$ cat src/rtl/vend_ctrl_multi.sv
// vend_ctrl_multi: multi-slot vending controller (coin entry, bulk purchase, timed dispense/change).
// Ports: clk, rst (sync, active-high), tick (10 ms strobe), set_req/pay_req (one-pulse mode requests),
//   key_valid/key_code (pre-decoded key, 0-9 digit, A enter, B space), seg_nums (four BCD nibbles,
//   A dash, B blank), led (status), disp_valid/disp_slot/disp_qty (dispense pulse), state_o (0..4).
// Option: define VEND_TIMEOUT_EN to return money after TIMEOUT_TICKS ticks without a key in PAY.
// SET entry always starts on the SLOT field. All outputs are registered from next-state values,
// so they line up with the state register in the same cycle.
module vend_ctrl_multi #(
   parameter int NUM_SLOTS     = 4,
   parameter int STOCK_INIT    = 9,
   parameter int PRICE_INIT    = 10,
   parameter int COIN1         = 1,
   parameter int COIN2         = 5,
   parameter int COIN3         = 10,
   parameter int COIN4         = 50,
   parameter int MAX_MONEY     = 99,
   parameter int FLASH_TICKS   = 50,
   parameter int DONE_TICKS    = 300,
   parameter int TIMEOUT_TICKS = 1000
) (
   input  logic        clk,
   input  logic        rst,
   input  logic        tick,
   input  logic        set_req,
   input  logic        pay_req,
   input  logic        key_valid,
   input  logic [3:0]  key_code,
   output logic [15:0] seg_nums,
   output logic [15:0] led,
   output logic        disp_valid,
   output logic [3:0]  disp_slot,
   output logic [3:0]  disp_qty,
   output logic [2:0]  state_o
);
   localparam logic [2:0] S_IDLE = 3'd0, S_SET = 3'd1, S_PAY = 3'd2, S_BUY = 3'd3, S_CHG = 3'd4;
   localparam logic [1:0] F_SLOT = 2'd0, F_STOCK = 2'd1, F_PRICE = 2'd2;
   logic [2:0]  state, state_n;
   logic [3:0]  sel, sel_n, qty, qty_n;
   logic [1:0]  field, field_n;
   logic [6:0]  money, money_n;
   logic [9:0]  tcnt, tcnt_n;
   // Arrays span the full 4-bit slot index; entries at or above NUM_SLOTS are never selected.
   logic [3:0]  stock [16];
   logic [3:0]  stock_n [16];
   logic [6:0]  price [16];
   logic [6:0]  price_n [16];
   logic        dv_n, dig, ent, spc, can_buy, tdone, blink;
   logic [3:0]  cur_stock, buy_qty;
   logic [6:0]  cur_price, fit, buy_cost, money_add, n_price, n_cost;
   logic [7:0]  coin, sum;
   logic [15:0] seg_d, led_d;

   function automatic logic [7:0] bcd2(input logic [6:0] v);
      return {4'(v / 7'd10), 4'(v % 7'd10)};
   endfunction

   assign dig       = key_valid && key_code < 4'd10;
   assign ent       = key_valid && key_code == 4'hA;
   assign spc       = key_valid && key_code == 4'hB;
   assign cur_stock = stock[sel];
   assign cur_price = price[sel];
   assign fit       = cur_price == 7'd0 ? 7'd0 : money / cur_price;
   assign buy_qty   = fit > {3'd0, cur_stock} ? cur_stock : fit[3:0];
   assign buy_cost  = {3'd0, buy_qty} * cur_price;
   assign can_buy   = cur_price != 7'd0 && cur_stock != 4'd0 && money >= cur_price;
   assign coin      = key_code == 4'd1 ? 8'(COIN1) : key_code == 4'd2 ? 8'(COIN2) :
                      key_code == 4'd3 ? 8'(COIN3) : 8'(COIN4);
   assign sum       = {1'b0, money} + coin;
   assign money_add = sum > 8'(MAX_MONEY) ? 7'(MAX_MONEY) : sum[6:0];
   assign tdone     = tick && tcnt == 10'(DONE_TICKS - 1);

   always_ff @(posedge clk) begin
      if (rst) begin
         state      <= S_IDLE;
         sel        <= '0;
         field      <= F_SLOT;
         money      <= '0;
         qty        <= '0;
         tcnt       <= '0;
         for (int i = 0; i < 16; i++) begin
            stock[i] <= 4'(STOCK_INIT);
            price[i] <= 7'(PRICE_INIT);
         end
         seg_nums   <= 16'hAAAA;
         led        <= '0;
         disp_valid <= 1'b0;
         disp_slot  <= '0;
         disp_qty   <= '0;
         state_o    <= S_IDLE;
      end else begin
         state      <= state_n;
         sel        <= sel_n;
         field      <= field_n;
         money      <= money_n;
         qty        <= qty_n;
         tcnt       <= tcnt_n;
         stock      <= stock_n;
         price      <= price_n;
         seg_nums   <= seg_d;
         led        <= led_d;
         disp_valid <= dv_n;
         state_o    <= state_n;
         if (dv_n) begin
            disp_slot <= sel;
            disp_qty  <= qty_n;
         end
      end
   end

   always_comb begin
      state_n = state;
      sel_n   = sel;
      field_n = field;
      money_n = money;
      qty_n   = qty;
      tcnt_n  = tcnt;
      stock_n = stock;
      price_n = price;
      dv_n    = 1'b0;
      case (state)
         S_IDLE: begin
            money_n = '0;
            if (set_req) begin
               state_n = S_SET;
               field_n = F_SLOT;
            end else if (pay_req) begin
               state_n = S_PAY;
               tcnt_n  = '0;
            end
         end
         S_SET: begin
            if (ent) state_n = S_IDLE;
            else if (spc) field_n = field == F_PRICE ? F_SLOT : field + 2'd1;
            else if (dig) begin
               if (field == F_SLOT) sel_n = key_code < 4'(NUM_SLOTS) ? key_code : sel;
               else if (field == F_STOCK) stock_n[sel] = key_code;
               else price_n[sel] = (cur_price % 7'd10) * 7'd10 + {3'd0, key_code};
            end
         end
         S_PAY: begin
`ifdef VEND_TIMEOUT_EN
            // Ticks since the last key; reaching the limit refunds via CHANGE.
            if (key_valid) tcnt_n = '0;
            else if (tick) begin
               tcnt_n = tcnt == 10'(TIMEOUT_TICKS - 1) ? '0 : tcnt + 10'd1;
               if (tcnt == 10'(TIMEOUT_TICKS - 1)) begin
                  state_n = S_CHG;
                  qty_n   = '0;
               end
            end
`endif
            if (ent) begin
               tcnt_n = '0;
               if (can_buy) begin
                  qty_n        = buy_qty;
                  stock_n[sel] = cur_stock - buy_qty;
                  money_n      = money - buy_cost;
                  dv_n         = 1'b1;
                  state_n      = S_BUY;
               end else begin
                  qty_n   = '0;
                  state_n = S_CHG;
               end
            end else if (spc) sel_n = sel == 4'(NUM_SLOTS - 1) ? 4'd0 : sel + 4'd1;
            else if (dig) money_n = key_code == 4'd0 ? 7'd0 : key_code < 4'd5 ? money_add : money;
         end
         S_BUY: begin
            if (tick) tcnt_n = tdone ? '0 : tcnt + 10'd1;
            if (tdone) state_n = S_CHG;
         end
         S_CHG: begin
            if (tick) tcnt_n = tdone ? '0 : tcnt + 10'd1;
            if (tdone) begin
               state_n = S_IDLE;
               money_n = '0;
               qty_n   = '0;
            end
         end
         default: state_n = S_IDLE;
      endcase
   end

   always_comb begin
      n_price = price_n[sel_n];
      n_cost  = {3'd0, qty_n} * n_price;
      blink   = ((tcnt_n / 10'(FLASH_TICKS)) & 10'd1) != 10'd0;
      seg_d   = state_n == S_SET ? {sel_n, stock_n[sel_n], bcd2(n_price)} :
                state_n == S_PAY ? {sel_n, 4'hA, bcd2(money_n)} :
                state_n == S_BUY ? (blink ? 16'hBBBB : {qty_n, 4'hA, bcd2(n_cost)}) :
                state_n == S_CHG ? {qty_n, 4'hA, bcd2(money_n)} : 16'hAAAA;
      led_d   = state_n == S_SET ? (field_n == F_SLOT ? 16'hF000 : field_n == F_STOCK ? 16'h0F00 : 16'h00FF) :
                state_n == S_BUY ? (blink ? 16'h0000 : 16'hFFFF) :
                state_n == S_CHG ? 16'hFFFF : 16'h0000;
   end
endmodule

$ cat config.mk
export PLATFORM = sky130hd
export DESIGN_NAME = vend_ctrl_multi
export DESIGN_NICKNAME = d
export VERILOG_FILES = /design/src/rtl/vend_ctrl_multi.sv
export SDC_FILE = /design/constraint.sdc
export NUM_CORES = 1
export LEC_CHECK = 0
export ABC_AREA = 0
export BUFFER_PORTS_ARGS = -buffer_cell sky130_fd_sc_hd__buf_4
export CAP_MARGIN = 20
export CELL_PAD_IN_SITES_DETAIL_PLACEMENT = 0
export CELL_PAD_IN_SITES_GLOBAL_PLACEMENT = 1
export CORE_ASPECT_RATIO = 1.2
export CORE_MARGIN = 5
export CORE_UTILIZATION = 44
export DETAILED_ROUTE_END_ITERATION = 10
export PLACE_DENSITY_LB_ADDON = 0.15
export RECOVER_POWER = 100
export SLEW_MARGIN = 20
export SYNTH_ARGS = -nofsm -noshare
export SYNTH_HDL_FRONTEND = slang
export SYNTH_SLANG_ARGS = --single-unit
export TNS_END_PERCENT = 100
$ cat constraint.sdc
create_clock -name clk -period 19.35 [get_ports clk]
set_clock_uncertainty 0.15 [all_clocks]
set_input_delay 0.9675 -clock clk [delete_from_list [all_inputs] [get_ports clk]]
set_output_delay 0.9675 -clock clk [all_outputs]
set_load 0.02 [all_outputs]
== Word-level counts from Yosys, hierarchy flattened ==
Cells that the tools add are included.
Storage, ports and cells
  output and inout bits: 44
  bits in registers: 247
  input bits: 10
  word-level logic and storage cells: 199
Operators by class
  divide/modulo/power cells: 9
  $lt $le $gt $ge: 9
  muxes and demuxes: 93
  equality and inequality tests: 18
  reduce and logical (&&, ||, !) cells: 15
  $mul: 3
  add/subtract/negate cells: 7
  bitwise operators: 2
Operators with widths (count)
  two-way mux 112 bit: 6
  two-way mux 64 bit: 7
  two-way mux 16 bit: 10
  bitwise mux 64 bit: 2
  one-hot mux 64 bit (2 select lines): 1
  bitwise mux 112 bit: 1
  two-way mux 7 bit: 14
  two-way mux 4 bit: 17
  binary-select mux 7 bit (select 4 bit): 2
  two-way mux 10 bit: 5
  binary-select mux 4 bit (select 4 bit): 2
  one-hot mux 10 bit (3 select lines): 1
  demux 7 bit (select 4 bit): 1
  modulo 7 x 4 -> 7 bit, second input constant: 4
  divider 7 x 4 -> 7 bit, second input constant: 3
  two-way mux 3 bit: 7
  one-hot mux 7 bit (3 select lines): 1
  two-way mux 6 bit: 3
  demux 4 bit (select 4 bit): 1
  one-hot mux 4 bit (2 select lines): 2
  one-hot mux 3 bit (5 select lines): 1
  multiplier 4 x 7 -> 7 bit: 2
  equality test 3 x 2 -> 1 bit, second input constant: 4
  equality test 4 x 2 -> 1 bit, second input constant: 3
  37 further kinds: 56

== Depth between registers and ports, before layout ==
  depth in word-level cells: 23
  gate-level depth with buffers: 103
  gate-level depth less buffers: 101

== Worst setup path after synthesis ==
Ideal clock, no wire load.
  kind: reg-to-reg
  start point: reg sel[1]
  end point: reg seg_nums[2]
  required time: 19.138 ns
  stages on the path, launching flop included: 92
  library setup time: 0.062 ns
  arrival: 17.808 ns
  buffers on the path: 5
  setup slack: 1.330 ns
  clock period less this slack: 18.020 ns
  path through: dfxtp_1 > buf_6 > buf_2 > buf_2 > buf_2 > a21oi_1 > mux4_2 > ha_1 > nor2_1 > nor3_1 > o21ai_0 > nand2_1 > o21ai_0 > ha_1 > o21a_1 > nor2_1 > nor2_1 > and2_1 > [... 56 more ...] > nor2b_2 > a31oi_1 > o21a_1 > ha_1 > inv_1 > o31ai_1 > nor2b_1 > mux2_2 > nor2_1 > a21oi_1 > xnor2_1 > inv_1 > ha_1 > o21a_1 > a21oi_1 > a21oi_1 > or3_1 > nand3_1
On the way
  cells in the longest elaborated chain, start to end: 23
  elaborated cells between the ends (all ways): 71
  classes of those cells: add/sub (3); mul (3); div (5); order compare (4); eq/ne (5); mux (43); bitwise (2); reduce/logical (6)
RTL lines
  from (decl): line 38  | logic [3:0] sel, sel_n, qty, qty_n;
  from (signal assigned): line 92  | sel <= sel_n;
  NOT 4 -> 5 bit (implied by the code): line 60, 61, 137
  binary-select mux 7 bit (select 4 bit): line 61  | assign cur_price = price[sel];
  two-way mux 7 bit (implied by the code) (2 in a row): line 61
  modulo 7 x 4 -> 7 bit: line 137  | else price_n[sel] = (cur_price % 7'd10) * 7'd10 + {3'd0, key_code};
  multiplier 7 x 3 -> 6 bit: line 137
  adder 7 x 4 -> 7 bit: line 137
  bitwise mux 112 bit: line 137
  two-way mux 112 bit: line 136  | else if (field == F_STOCK) stock_n[sel] = key_code;
  [... 4 more ...]
  two-way mux 112 bit: line 120  | case (state)
  binary-select mux 7 bit (select 4 bit): line 184  | n_price = price_n[sel_n];
  two-way mux 7 bit (implied by the code) (2 in a row): line 184
  multiplier 4 x 7 -> 7 bit: line 185  | n_cost = {3'd0, qty_n} * n_price;
  modulo 7 x 4 -> 7 bit: line 54  | return {4'(v / 7'd10), 4'(v % 7'd10)};
  two-way mux 16 bit (2 in a row): line 189  | state_n == S_BUY ? (blink ? 16'hBBBB : {qty_n, 4'hA, bcd2(n_cost)}) :
  two-way mux 16 bit: line 188  | state_n == S_PAY ? {sel_n, 4'hA, bcd2(money_n)} :
  two-way mux 16 bit *: line 187  | seg_d = state_n == S_SET ? {sel_n, stock_n[sel_n], bcd2(n_price)} :
  to (signal assigned): line 99  | seg_nums <= seg_d;
  to (decl): line 28  | output logic [15:0] seg_nums,
Every way passes the cells marked *; elsewhere a longest branch is shown, timed or not. The select of a mux whose other input is x is not followed.
A chain may end at the register's enable or synchronous reset.

== Worst setup path after layout ==
Ends and elaborated chain as after synthesis.

==> impl_metrics.toml <==
[routing]
dr_total_vias = 18594
via_per_inst = 6.20
drc = 0
drtIter0Drc = 1565
dr.pass1.iters = 5
wl_per_cell_um = 22.7
ant_nets = 0
routed_wl_um = 68000

[final_layout]
multi_input_area_um2 = 13300
diodes = 0
stdcell_count = 2997
drive_gt1_share_pct = 10.5
nFillCells = 4274
layout-area-overhead-vs-synth_pct = 9.31
register_area_um2 = 4700
final_common_cell = "nand2_1"
num-nets-final = 2550
fin_area_um2 = 20800
layout_common_cells = "333 x nand2_1, 299 x nor2_1, 231 x dfxtp_1, 130 x a21oi_1, 97 x inv_1"

[setup_path]
startpoint_type = "flip-flop"
cp_top_family = "compound AO/OA/AOI/OAI gates"
cp_slowest_stage_delay_ps = 700
worstSetupPathType = "flip-flop to flip-flop"
r2r_setup_slack_ps = 1040
required_ps = 19710
critPathBufInv = 8
critPathSlowestCell = "or4b_2"
cp_common_cell = "ha_1"
cp.arrival_ps = 18670
end_kind = "flip-flop"
critPathMaxFanout = 9

[synth]
syn_area_per_cell_um2 = 7.78
synth_area_leader_cell = "dfxtp_1"
yosysTopAreaCellShare_pct = 24.6
ys_types = 100
synth_warnings = 0
synth_edf_count = 0
synth_area_leaders = "dfxtp_1 25%, nand2_1 6.6%, ha_1 6.2%"
ys_ff_latch = 234
ys_seq_area_share_pct = 24.6
netlist_area_um2 = 19000
synthArstFlopShare_pct = 0
synth-main-ff-cell = "dfxtp_1"
synthesis.nets = 2573
synth_cells = 2447

[sta]
worst_pin_slew_ps = 4000
hold_violations = 0
post-route-period-util_pct = 94.6
slew_viol_final = 260
setup_viol = 0
min_period_ps = 18310
slew_headroom_pct = -167
clock.fmax_mhz = 54.6

[floorplan]
rows = 83
core-area_um2 = 42800
dieArea_um2 = 47500
die_h_um = 238
num_io_pins = 54
start_util_pct = 44.5
floorplan.die.width_um = 200

[power_and_ir_drop]
cellPowerDensity_nw_per_um2 = 56.0
p_leak_nw = 8.25
p_total_mw = 1.16
peakVddDrop_mv = 0.0716

[cts]
cts-htree-levels = 1
clock_latency_ps = 580
cts_buffers = 28
cts_root_buf = "clkbuf_16"
cts_max_path_buffers = 3
clk_pin_slew_ps = 60
clock_sinks = 234
cts_tree = "yes"

[place]
place_area_um2 = 19800
io_buffers = 53
gp_congestion = 0.935
dp_hpwl_um = 49700
placed_cells = 2935

[global_routing]
antenna_found_initial = 0
grt.overflow.total = 0
grt.total_usage_pct = 27.7
grt_pass1_wl_um = 105000
grt_max_degree = 83
grt_pass1_vias = 18167

[status]
outcome = "complete, but fails checks"
failed_checks = "max-capacitance violations, max-slew violations"

[min_path]
hold_class = "flip-flop to flip-flop"

[job]
drv_cap = 5
[sequential cells by signal (all words and copies together) (netlist names)]
| signal | count |
|---|---|
| price | 112 |
| field | 2 |
| disp_slot | 4 |
| money | 7 |
| qty | 4 |
| sel | 4 |
| state | 3 |
| led | 3 |
| tcnt | 10 |
| disp_qty | 4 |
| stock | 64 |
| seg_nums | 16 |
| disp_valid | 1 |
[layout make-up]
cell class / instances / share of cell area (%)
multi-input cells: 1937 / 64.0
flip-flops and latches: 234 / 22.6
clock buffers: 39 / 3.90
repair buffers: 123 / 3.63
well taps: 552 / 3.32
inverters: 100 / 1.80
clock inverters: 12 / 0.764
[worst paths after layout]
path	start	endpoint	depth (start not counted)
min reg2reg	price[91]	price[91]	2
min	price[91]	price[91]	2
max reg2reg	sel[1]	seg_nums[2]	90
max	sel[1]	seg_nums[2]	90
[worst register-to-register path: cells and delay by family (launching register included)]
kind            cells  cell delay, ps
fa+ha+maj          13            4150
xor+xnor            3             680
mux                 7            2570
flops               1             360
simple gates       23            3930
compound gates     36            5410
buf+inv             8            1000
[per-layer routing]
metal | GRT usage (%) | vias to the layer above | part of all wire (%)
met3 | 3.87 | 180 | 6.9
met2 | 46.5 | 760 | 48
met1 | 35.4 | 8855 | 41
met4 | 11.8 | 0 | 4.5
met5 | 0 | - | 0
li1 | - | 8799 | -
[where the power goes]
group,internal (mW),switching (mW)
sequential,0.485,0.00379
combinational,0.0375,0.0762
clock,0.333,0.229
[metrics by stage]
| stage | hold slack (ps) | setup TNS [ps] | util, % | setup slack (ps) |
|---|---|---|---|---|
| after floorplan | 295 | 0 | - | 1330 |
| after global placement | 313 | 0 | 46.3 | 478 |
| after detailed placement | 321 | -28.4 | 46.3 | -28.4 |
| after CTS | 330 | 0 | 48.6 | 88.3 |
| after global routing | 354 | -205 | 48.6 | -129 |
| final | 325 | 0 | 48.6 | 1040 |
[cell usage after synthesis (all sizes together) (9+ instances only)]
library cell  instances
o21ai               102
nand2               336
nand4                13
nand3                55
ha                   94
xnor2                46
clkbuf              123
inv                 100
a21o                 38
buf                  53
o31ai                20
nor4                 16
nor3                 69
and2                 56
nand2b               21
nor2b                31
a221o                12
nand3b                9
nor2                301
a211oi               33
dfxtp               234
a22oi                65
a31oi                26
mux2i                64
a21oi               138
o211ai               46
a311oi               10
xor2                 16
mux2                 26
mux4                 51
a221oi               11
or3                  10
o21a                 19
o22ai                22
fa                   22
and3                 20
or4                  10
[repair_timing]
| item | CTS | global route |
|---|---|---|
| buffers inserted | 0 | 11 |
| hold buffers | 0 | 0 |
| endpoints found under the hold margin | 0 | 0 |
| resized for setup | 2 | 42 |
| setup endpoints to repair | 2 | 7 |
| pin swaps | 0 | 7 |
[cell families (layout without fill, tap and decap cells)]
group                    after synthesis  after routing  synth area share (%)
AO/OA/AOI/OAI                        639            639                  23.2
XOR/XNOR                              63             63                  3.09
adder cells (fa/ha/maj)              117            117                  8.54
buffers and inverters                276            274                  6.10
flip-flops                           234            234                  24.6
multiplexers                         141            141                  10.9
AND/OR/NAND/NOR                      977            977                  23.5
Power figures use the tool's default switching activity.
